==> src/rtl/dmaster_st_packet_arbiter_if.sv <==
// ---------------------------------------------------------------------------
// dmaster_st_packet_arbiter_if
//
// Bundles the Avalon-ST signals around the packet arbiter: NUM_IN requester
// streams on the sink side and one tagged stream on the source side.
//
// Signals
//   in_valid / in_ready / in_startofpacket / in_endofpacket : NUM_IN bits, one per requester
//   in_data        : NUM_IN*DATA_W, requester i at [i*DATA_W +: DATA_W]
//   out_valid / out_ready / out_startofpacket / out_endofpacket : merged stream
//   out_data       : DATA_W
//   out_channel    : CHANNEL_W, index of the requester that sourced the beat
//
// Modports
//   master : the arbiter (it drives in_ready and the merged output stream)
//   slave  : the environment (requesters and the downstream adapter)
// ---------------------------------------------------------------------------
interface dmaster_st_packet_arbiter_if #(
    parameter int NUM_IN    = 4,
    parameter int DATA_W    = 8,
    parameter int CHANNEL_W = 8
);
    logic [NUM_IN-1:0]        in_valid;
    logic [NUM_IN-1:0]        in_ready;
    logic [NUM_IN*DATA_W-1:0] in_data;
    logic [NUM_IN-1:0]        in_startofpacket;
    logic [NUM_IN-1:0]        in_endofpacket;

    logic                     out_ready;
    logic                     out_valid;
    logic [DATA_W-1:0]        out_data;
    logic [CHANNEL_W-1:0]     out_channel;
    logic                     out_startofpacket;
    logic                     out_endofpacket;

    modport master (
        input  in_valid, in_data, in_startofpacket, in_endofpacket, out_ready,
        output in_ready, out_valid, out_data, out_channel,
               out_startofpacket, out_endofpacket
    );

    modport slave (
        output in_valid, in_data, in_startofpacket, in_endofpacket, out_ready,
        input  in_ready, out_valid, out_data, out_channel,
               out_startofpacket, out_endofpacket
    );
endinterface

==> src/rtl/dmaster_st_packet_arbiter.sv <==
// ---------------------------------------------------------------------------
// dmaster_st_packet_arbiter
//
// Packet-level round-robin arbiter sharing one Avalon-ST byte stream between
// NUM_IN requesters. A grant is held from the first beat of a packet until its
// end-of-packet beat is accepted, so packets never interleave. Each forwarded
// beat is tagged with the winning requester index on out_channel. The output
// is a single registered stage whose payload is held under backpressure.
//
// Ports
//   clk      : clock
//   reset_n  : asynchronous active-low reset
//   st       : stream interface (master modport), see the interface header
//   grant_id : current or last granted requester
//   busy     : high while a grant is held (LOCKED)
//   sop_err  : sticky, set when the first beat of a grant lacks SOP
// ---------------------------------------------------------------------------
module dmaster_st_packet_arbiter #(
    parameter  int NUM_IN    = 4,
    parameter  int DATA_W    = 8,
    parameter  int CHANNEL_W = 8,
    localparam int GW        = (NUM_IN > 1) ? $clog2(NUM_IN) : 1
) (
    input  logic                         clk,
    input  logic                         reset_n,
    dmaster_st_packet_arbiter_if.master  st,
    output logic [GW-1:0]                grant_id,
    output logic                         busy,
    output logic                         sop_err
);

    typedef enum logic {
        IDLE   = 1'b0,
        LOCKED = 1'b1
    } state_t;

    state_t               state_reg;
    logic [GW-1:0]        grant_reg;
    logic [GW-1:0]        ptr_reg;
    logic                 first_beat_reg;
    logic                 sop_err_reg;

    logic                 out_valid_reg;
    logic [DATA_W-1:0]    out_data_reg;
    logic [CHANNEL_W-1:0] out_channel_reg;
    logic                 out_sop_reg;
    logic                 out_eop_reg;

    // ------------------------------------------------------------------
    // Round-robin search: rot_idx[k] is the requester k positions after the
    // priority pointer, so the lowest k with a valid request wins.
    // ------------------------------------------------------------------
    logic [GW-1:0] rot_idx [NUM_IN];

    genvar gi;
    generate
        for (gi = 0; gi < NUM_IN; gi++) begin : g_rot
            logic [GW:0] sum;
            assign sum = {1'b0, ptr_reg} + (GW+1)'(gi);
            assign rot_idx[gi] = (sum >= (GW+1)'(NUM_IN)) ?
                                 GW'(sum - (GW+1)'(NUM_IN)) : GW'(sum);
        end
    endgenerate

    logic          hit;
    logic [GW-1:0] win_idx;

    // Walk from the far end down so the nearest requester overwrites the rest.
    always_comb begin
        hit     = 1'b0;
        win_idx = '0;
        for (int i = NUM_IN - 1; i >= 0; i--) begin
            if (st.in_valid[rot_idx[i]]) begin
                hit     = 1'b1;
                win_idx = rot_idx[i];
            end
        end
    end

    // ------------------------------------------------------------------
    // Granted requester's beat and the handshake on it.
    // ------------------------------------------------------------------
    logic              sel_valid;
    logic              sel_sop;
    logic              sel_eop;
    logic [DATA_W-1:0] sel_data;
    logic              out_space;
    logic              accept;

    assign sel_valid = st.in_valid[grant_reg];
    assign sel_sop   = st.in_startofpacket[grant_reg];
    assign sel_eop   = st.in_endofpacket[grant_reg];
    assign sel_data  = st.in_data[grant_reg*DATA_W +: DATA_W];

    // The output register can take a beat when empty or being drained now.
    assign out_space = !out_valid_reg || st.out_ready;
    assign accept    = (state_reg == LOCKED) && sel_valid && out_space;

    generate
        for (gi = 0; gi < NUM_IN; gi++) begin : g_ready
            assign st.in_ready[gi] = (state_reg == LOCKED) &&
                                     (grant_reg == GW'(gi)) && out_space;
        end
    endgenerate

    // ------------------------------------------------------------------
    // Grant FSM and output register.
    // ------------------------------------------------------------------
    always_ff @(posedge clk or negedge reset_n) begin
        if (!reset_n) begin
            state_reg       <= IDLE;
            grant_reg       <= '0;
            ptr_reg         <= '0;
            first_beat_reg  <= 1'b0;
            sop_err_reg     <= 1'b0;
            out_valid_reg   <= 1'b0;
            out_data_reg    <= '0;
            out_channel_reg <= '0;
            out_sop_reg     <= 1'b0;
            out_eop_reg     <= 1'b0;
        end else begin
            case (state_reg)
                IDLE: begin
                    if (hit) begin
                        grant_reg      <= win_idx;
                        first_beat_reg <= 1'b1;
                        state_reg      <= LOCKED;
                    end
                end
                LOCKED: begin
                    if (accept) begin
                        first_beat_reg <= 1'b0;
                        // A malformed packet is still forwarded; only flagged.
                        if (first_beat_reg && !sel_sop) begin
                            sop_err_reg <= 1'b1;
                        end
                        // Only EOP releases the grant; a stray SOP does not.
                        if (sel_eop) begin
                            ptr_reg   <= (grant_reg == GW'(NUM_IN - 1)) ?
                                         '0 : grant_reg + 1'b1;
                            state_reg <= IDLE;
                        end
                    end
                end
                default: state_reg <= IDLE;
            endcase

            if (accept) begin
                out_valid_reg   <= 1'b1;
                out_data_reg    <= sel_data;
                out_sop_reg     <= sel_sop;
                out_eop_reg     <= sel_eop;
                out_channel_reg <= CHANNEL_W'(grant_reg);
            end else if (st.out_ready) begin
                out_valid_reg <= 1'b0;
            end
        end
    end

    assign st.out_valid         = out_valid_reg;
    assign st.out_data          = out_data_reg;
    assign st.out_channel       = out_channel_reg;
    assign st.out_startofpacket = out_sop_reg;
    assign st.out_endofpacket   = out_eop_reg;

    assign grant_id = grant_reg;
    assign busy     = (state_reg == LOCKED);
    assign sop_err  = sop_err_reg;

endmodule

==> src/flat_wrapper.sv <==
// flat-port wrapper written by rule: the top's interface ports become plain ports
module dmaster_st_packet_arbiter_flat 
#(
    parameter  int NUM_IN    = 4,
    parameter  int DATA_W    = 8,
    parameter  int CHANNEL_W = 8,
    localparam int GW        = (NUM_IN > 1) ? $clog2(NUM_IN) : 1
)
  (clk, reset_n, grant_id, busy, sop_err, st_in_valid, st_in_data, st_in_startofpacket, st_in_endofpacket, st_out_ready, st_in_ready, st_out_valid, st_out_data, st_out_channel, st_out_startofpacket, st_out_endofpacket);
  dmaster_st_packet_arbiter_if #(.NUM_IN(NUM_IN), .DATA_W(DATA_W), .CHANNEL_W(CHANNEL_W)) st_i ();
  input  logic clk;
  input  logic reset_n;
  output logic [GW-1:0] grant_id;
  output logic busy;
  output logic sop_err;
  input wire logic [$bits(st_i.in_valid)-1:0] st_in_valid;
  input wire logic [$bits(st_i.in_data)-1:0] st_in_data;
  input wire logic [$bits(st_i.in_startofpacket)-1:0] st_in_startofpacket;
  input wire logic [$bits(st_i.in_endofpacket)-1:0] st_in_endofpacket;
  input wire logic [$bits(st_i.out_ready)-1:0] st_out_ready;
  output wire logic [$bits(st_i.in_ready)-1:0] st_in_ready;
  output wire logic [$bits(st_i.out_valid)-1:0] st_out_valid;
  output wire logic [$bits(st_i.out_data)-1:0] st_out_data;
  output wire logic [$bits(st_i.out_channel)-1:0] st_out_channel;
  output wire logic [$bits(st_i.out_startofpacket)-1:0] st_out_startofpacket;
  output wire logic [$bits(st_i.out_endofpacket)-1:0] st_out_endofpacket;
  assign st_i.in_valid = st_in_valid;
  assign st_i.in_data = st_in_data;
  assign st_i.in_startofpacket = st_in_startofpacket;
  assign st_i.in_endofpacket = st_in_endofpacket;
  assign st_i.out_ready = st_out_ready;
  assign st_in_ready = st_i.in_ready;
  assign st_out_valid = st_i.out_valid;
  assign st_out_data = st_i.out_data;
  assign st_out_channel = st_i.out_channel;
  assign st_out_startofpacket = st_i.out_startofpacket;
  assign st_out_endofpacket = st_i.out_endofpacket;
  dmaster_st_packet_arbiter #(.NUM_IN(NUM_IN), .DATA_W(DATA_W), .CHANNEL_W(CHANNEL_W)) u_core (.clk(clk), .reset_n(reset_n), .st(st_i), .grant_id(grant_id), .busy(busy), .sop_err(sop_err));
endmodule
==> config.mk <==
export PLATFORM = sky130hd
export DESIGN_NAME = dmaster_st_packet_arbiter_flat
export DESIGN_NICKNAME = d
export VERILOG_FILES = /design/src/rtl/dmaster_st_packet_arbiter_if.sv /design/src/rtl/dmaster_st_packet_arbiter.sv /design/src/flat_wrapper.sv
export SDC_FILE = /design/constraint.sdc
export NUM_CORES = 1
export LEC_CHECK = 0
export ABC_CLOCK_PERIOD_IN_PS = 4000
export CORE_ASPECT_RATIO = 1.75
export CORE_MARGIN = 4
export CORE_UTILIZATION = 41
export CTS_CLUSTER_SIZE = 20
export DETAILED_ROUTE_END_ITERATION = 10
export PLACE_DENSITY = 0.86
export SLEW_MARGIN = 20
export SYNTH_ARGS = -nofsm -noshare
export SYNTH_HDL_FRONTEND = slang
export SYNTH_SLANG_ARGS = --single-unit
==> constraint.sdc <==
create_clock -name clk -period 4 [get_ports clk]
set_input_delay 0.4 -clock clk [delete_from_list [all_inputs] [get_ports clk]]
set_output_delay 0.4 -clock clk [all_outputs]
set_load 0.01 [all_outputs]
==> impl_metrics.env <==
export IMPL_status="finished, final reports clean"
export IMPL_drt_pass1_iter_count=4
export IMPL_vias=1080
export IMPL_drv_cap=0
export IMPL_tightest_slew_ns=0.893
export IMPL_synth_top_area_share_pct=38.4
export IMPL_cts_sinks=20
export IMPL_grt_start_max_net_pins=21
export IMPL_path_cells="inv_1, ha_1, and3_1, clkdlybuf4s50_1"
export IMPL_hold_viol=0
export IMPL_antenna_found_initial=0
export IMPL_fmaxAchievable_mhz=393
export IMPL_path_delay_family="flip-flops"
export IMPL_postCtsHoldBufs=0
export IMPL_dpl_cell_count=201
export IMPL_ys_warnings_count=0
export IMPL_holdCritStartpoint="u_core.st.out_endofpacket"
export IMPL_wl_per_cell_um=18.0
export IMPL_hold_depth=1
export IMPL_drive_gt1_share_pct=19.6
export IMPL_ant_nets=0
export IMPL_r2r_end="u_core.st.out_data[0]"
export IMPL_clkTransAtPathRegs_ns=0.08
export IMPL_finalSetupViolCount=0
export IMPL_htreeDepth=1
export IMPL_yosysUniqueCellTypes=33
export IMPL_largest_register_ffs=8
export IMPL_critPathKind="register to output port"
export IMPL_viasPerCell=5.27
export IMPL_yosys_top_cells_area="dfrtp_1 38%, mux4_2 19%, mux2_4 8.1%, mux2_2 6.0%, ha_1 3.8%"
export IMPL_yosysTopAreaCell="dfrtp_1"
export IMPL_rr_worst_depth=3
export IMPL_synthCells=99
export IMPL_fp_dieW_um=50.6
export IMPL_worst_path_buf_inv=2
export IMPL_cts_setup_buffers=0
export IMPL_relSlewSlack_pct=40.3
export IMPL_start_util_pct=43.6
export IMPL_worstPathArrival_ns=2.14
export IMPL_die_h_um=82.6
export IMPL_gp_congestion=0.858
export IMPL_required_ns=3.60
export IMPL_ios=74
export IMPL_dieArea_um2=4180
export IMPL_rows=26
export IMPL_irDropWorstVdd_v=0.000465
export IMPL_drt_wl_total_mm=3.69
export IMPL_p_per_area_nw_per_um2=694
export IMPL_cpMaxStageDelayCell="dfrtp_1"
export IMPL_endpoint_kind="output port"
export IMPL_clock_skew_final_ns=0.00269
export IMPL_synthArstFlopShare_pct=100
export IMPL_r2r_start="u_core.grant_id[1]"
export IMPL_max_stage_delay_ns=0.85
export IMPL_netlist_area_um2=1310
export IMPL_fin_crit_sh_pct=63.6
export IMPL_ys_ff_latch=20
export IMPL_fin_nets=215
export IMPL_fin_tns_setup_ns=0
export IMPL_fillCellCount=222
export IMPL_clk_path_buf_depth=2
export IMPL_critPathMaxFanout=19
export IMPL_cts_resized_gates=0
export IMPL_cts_root_buf="clkbuf_8"
export IMPL_synth_edf_count=0
export IMPL_reg2reg_slack_ns=1.70
export IMPL_overflow=0
export IMPL_drtIter0Drc=45
export IMPL_grt_util_all_layers_pct=18.7
export IMPL_numPortBuffers=67
export IMPL_yosysMostFrequentCell="dfrtp_1"
export IMPL_yosysSeqAreaShare_pct=38.4
export IMPL_hold_end="u_core.st.out_endofpacket"
export IMPL_core_um2=2990
export IMPL_n_antenna_cell=0
export IMPL_cts_tree="yes"
export IMPL_rsz0062_at_grt="false"
export IMPL_synth_avg_cell_area_um2=13.2
export IMPL_drc=0
export IMPL_insertion_delay_ns=0.27
export IMPL_synth_main_ff_cell="dfrtp_1"
export IMPL_numCtsBuffers=3
export IMPL_slew_violations=0
export IMPL_fin_crit_ns=2.54
export IMPL_syn2layout_area_growth_pct=55.7
export IMPL_place_hpwl_mm=2.87
export IMPL_synthTopCellsByCount="20 x dfrtp_1, 11 x mux4_2, 7 x mux2_2, 7 x mux2_4, 6 x buf_4"
export IMPL_leakage_uw=0.000843
export IMPL_final_cells=205
export IMPL_grt_pass1_wl_mm=5.68
export IMPL_hold_class="register to register"
export IMPL_start_kind="register"
export IMPL_grt_pass1_vias=1096
[per-stage QoR]
step	utilization, %	setup WS [ns]	hold WS [ns]	power (µW)	area [µm²]
after floorplan	-	2.21	0.104	888	1320
after global placement	65.5	1.76	0.463	1180	1960
after detailed placement	65.5	1.70	0.483	1210	1960
after CTS	67.9	1.44	0.500	1420	2030
after global routing	67.9	1.35	0.519	1500	2030
final	67.9	1.46	0.503	1410	2030
[area by class of cell]
class,instances,area (µm²),area share (%)
Inverter,3,11.3,0.554
Clock inverter,1,30.0,1.48
Multi-Input combinational cell,68,718,35.3
Tap cell,42,52.6,2.59
Timing Repair Buffer,68,678,33.4
Clock buffer,3,41.3,2.03
Sequential cell,20,500,24.6
[power breakdown]
group / switching (µW) / internal (µW) / total, µW
registers: 111 / 304 / 415
logic: 297 / 492 / 789
clock network: 71.8 / 134 / 206
total: 480 / 930 / 1410
[logic make-up after synthesis]
family          synth area share, %
buf+inv                        8.05
simple gates                   8.25
mux                            33.8
flops                          38.4
fa+ha+maj                      3.84
compound gates                 7.38
other cells                   0.287
[layer usage]
metal | up-vias | wire, µm | global-route usage [%]
met2 | 68 | 1910 | 32.6
li1 | 484 | - | -
met5 | - | 0 | 0
met1 | 523 | 1350 | 20.1
met3 | 5 | 367 | 6.28
met4 | 0 | 68 | 8.89
[cell usage in the layout, fill, tap and decap left out, types with 4 or more instances in the layout]
cell type        Yosys  final
and3_1               4      4
clkdlybuf4s50_1      0     67
mux4_2              11     11
mux2_2               7      7
ha_1                 4      4
nand2b_1             4      4
dfrtp_1             20     20
mux2_4               7      7
conb_1               1      6
[how the worst max path moves through the flow]
| stage | slack (ns) | depth (start not counted) | from | to |
|---|---|---|---|---|
| floorplan | 2.21 | 5 | u_core.grant_id[1] | u_core.st.out_channel[1] |
| global placement | 1.76 | 4 | st_out_ready | st_in_ready[0] |
| detailed placement | 1.70 | 3 | u_core.grant_id[1] | u_core.st.out_data[0] |
| CTS | 1.44 | 4 | u_core.grant_id[1] | st_in_ready[1] |
| global route | 1.35 | 4 | u_core.grant_id[1] | st_in_ready[0] |
| finish | 1.46 | 4 | u_core.grant_id[1] | st_in_ready[1] |
(Power assumes the default switching activity.)
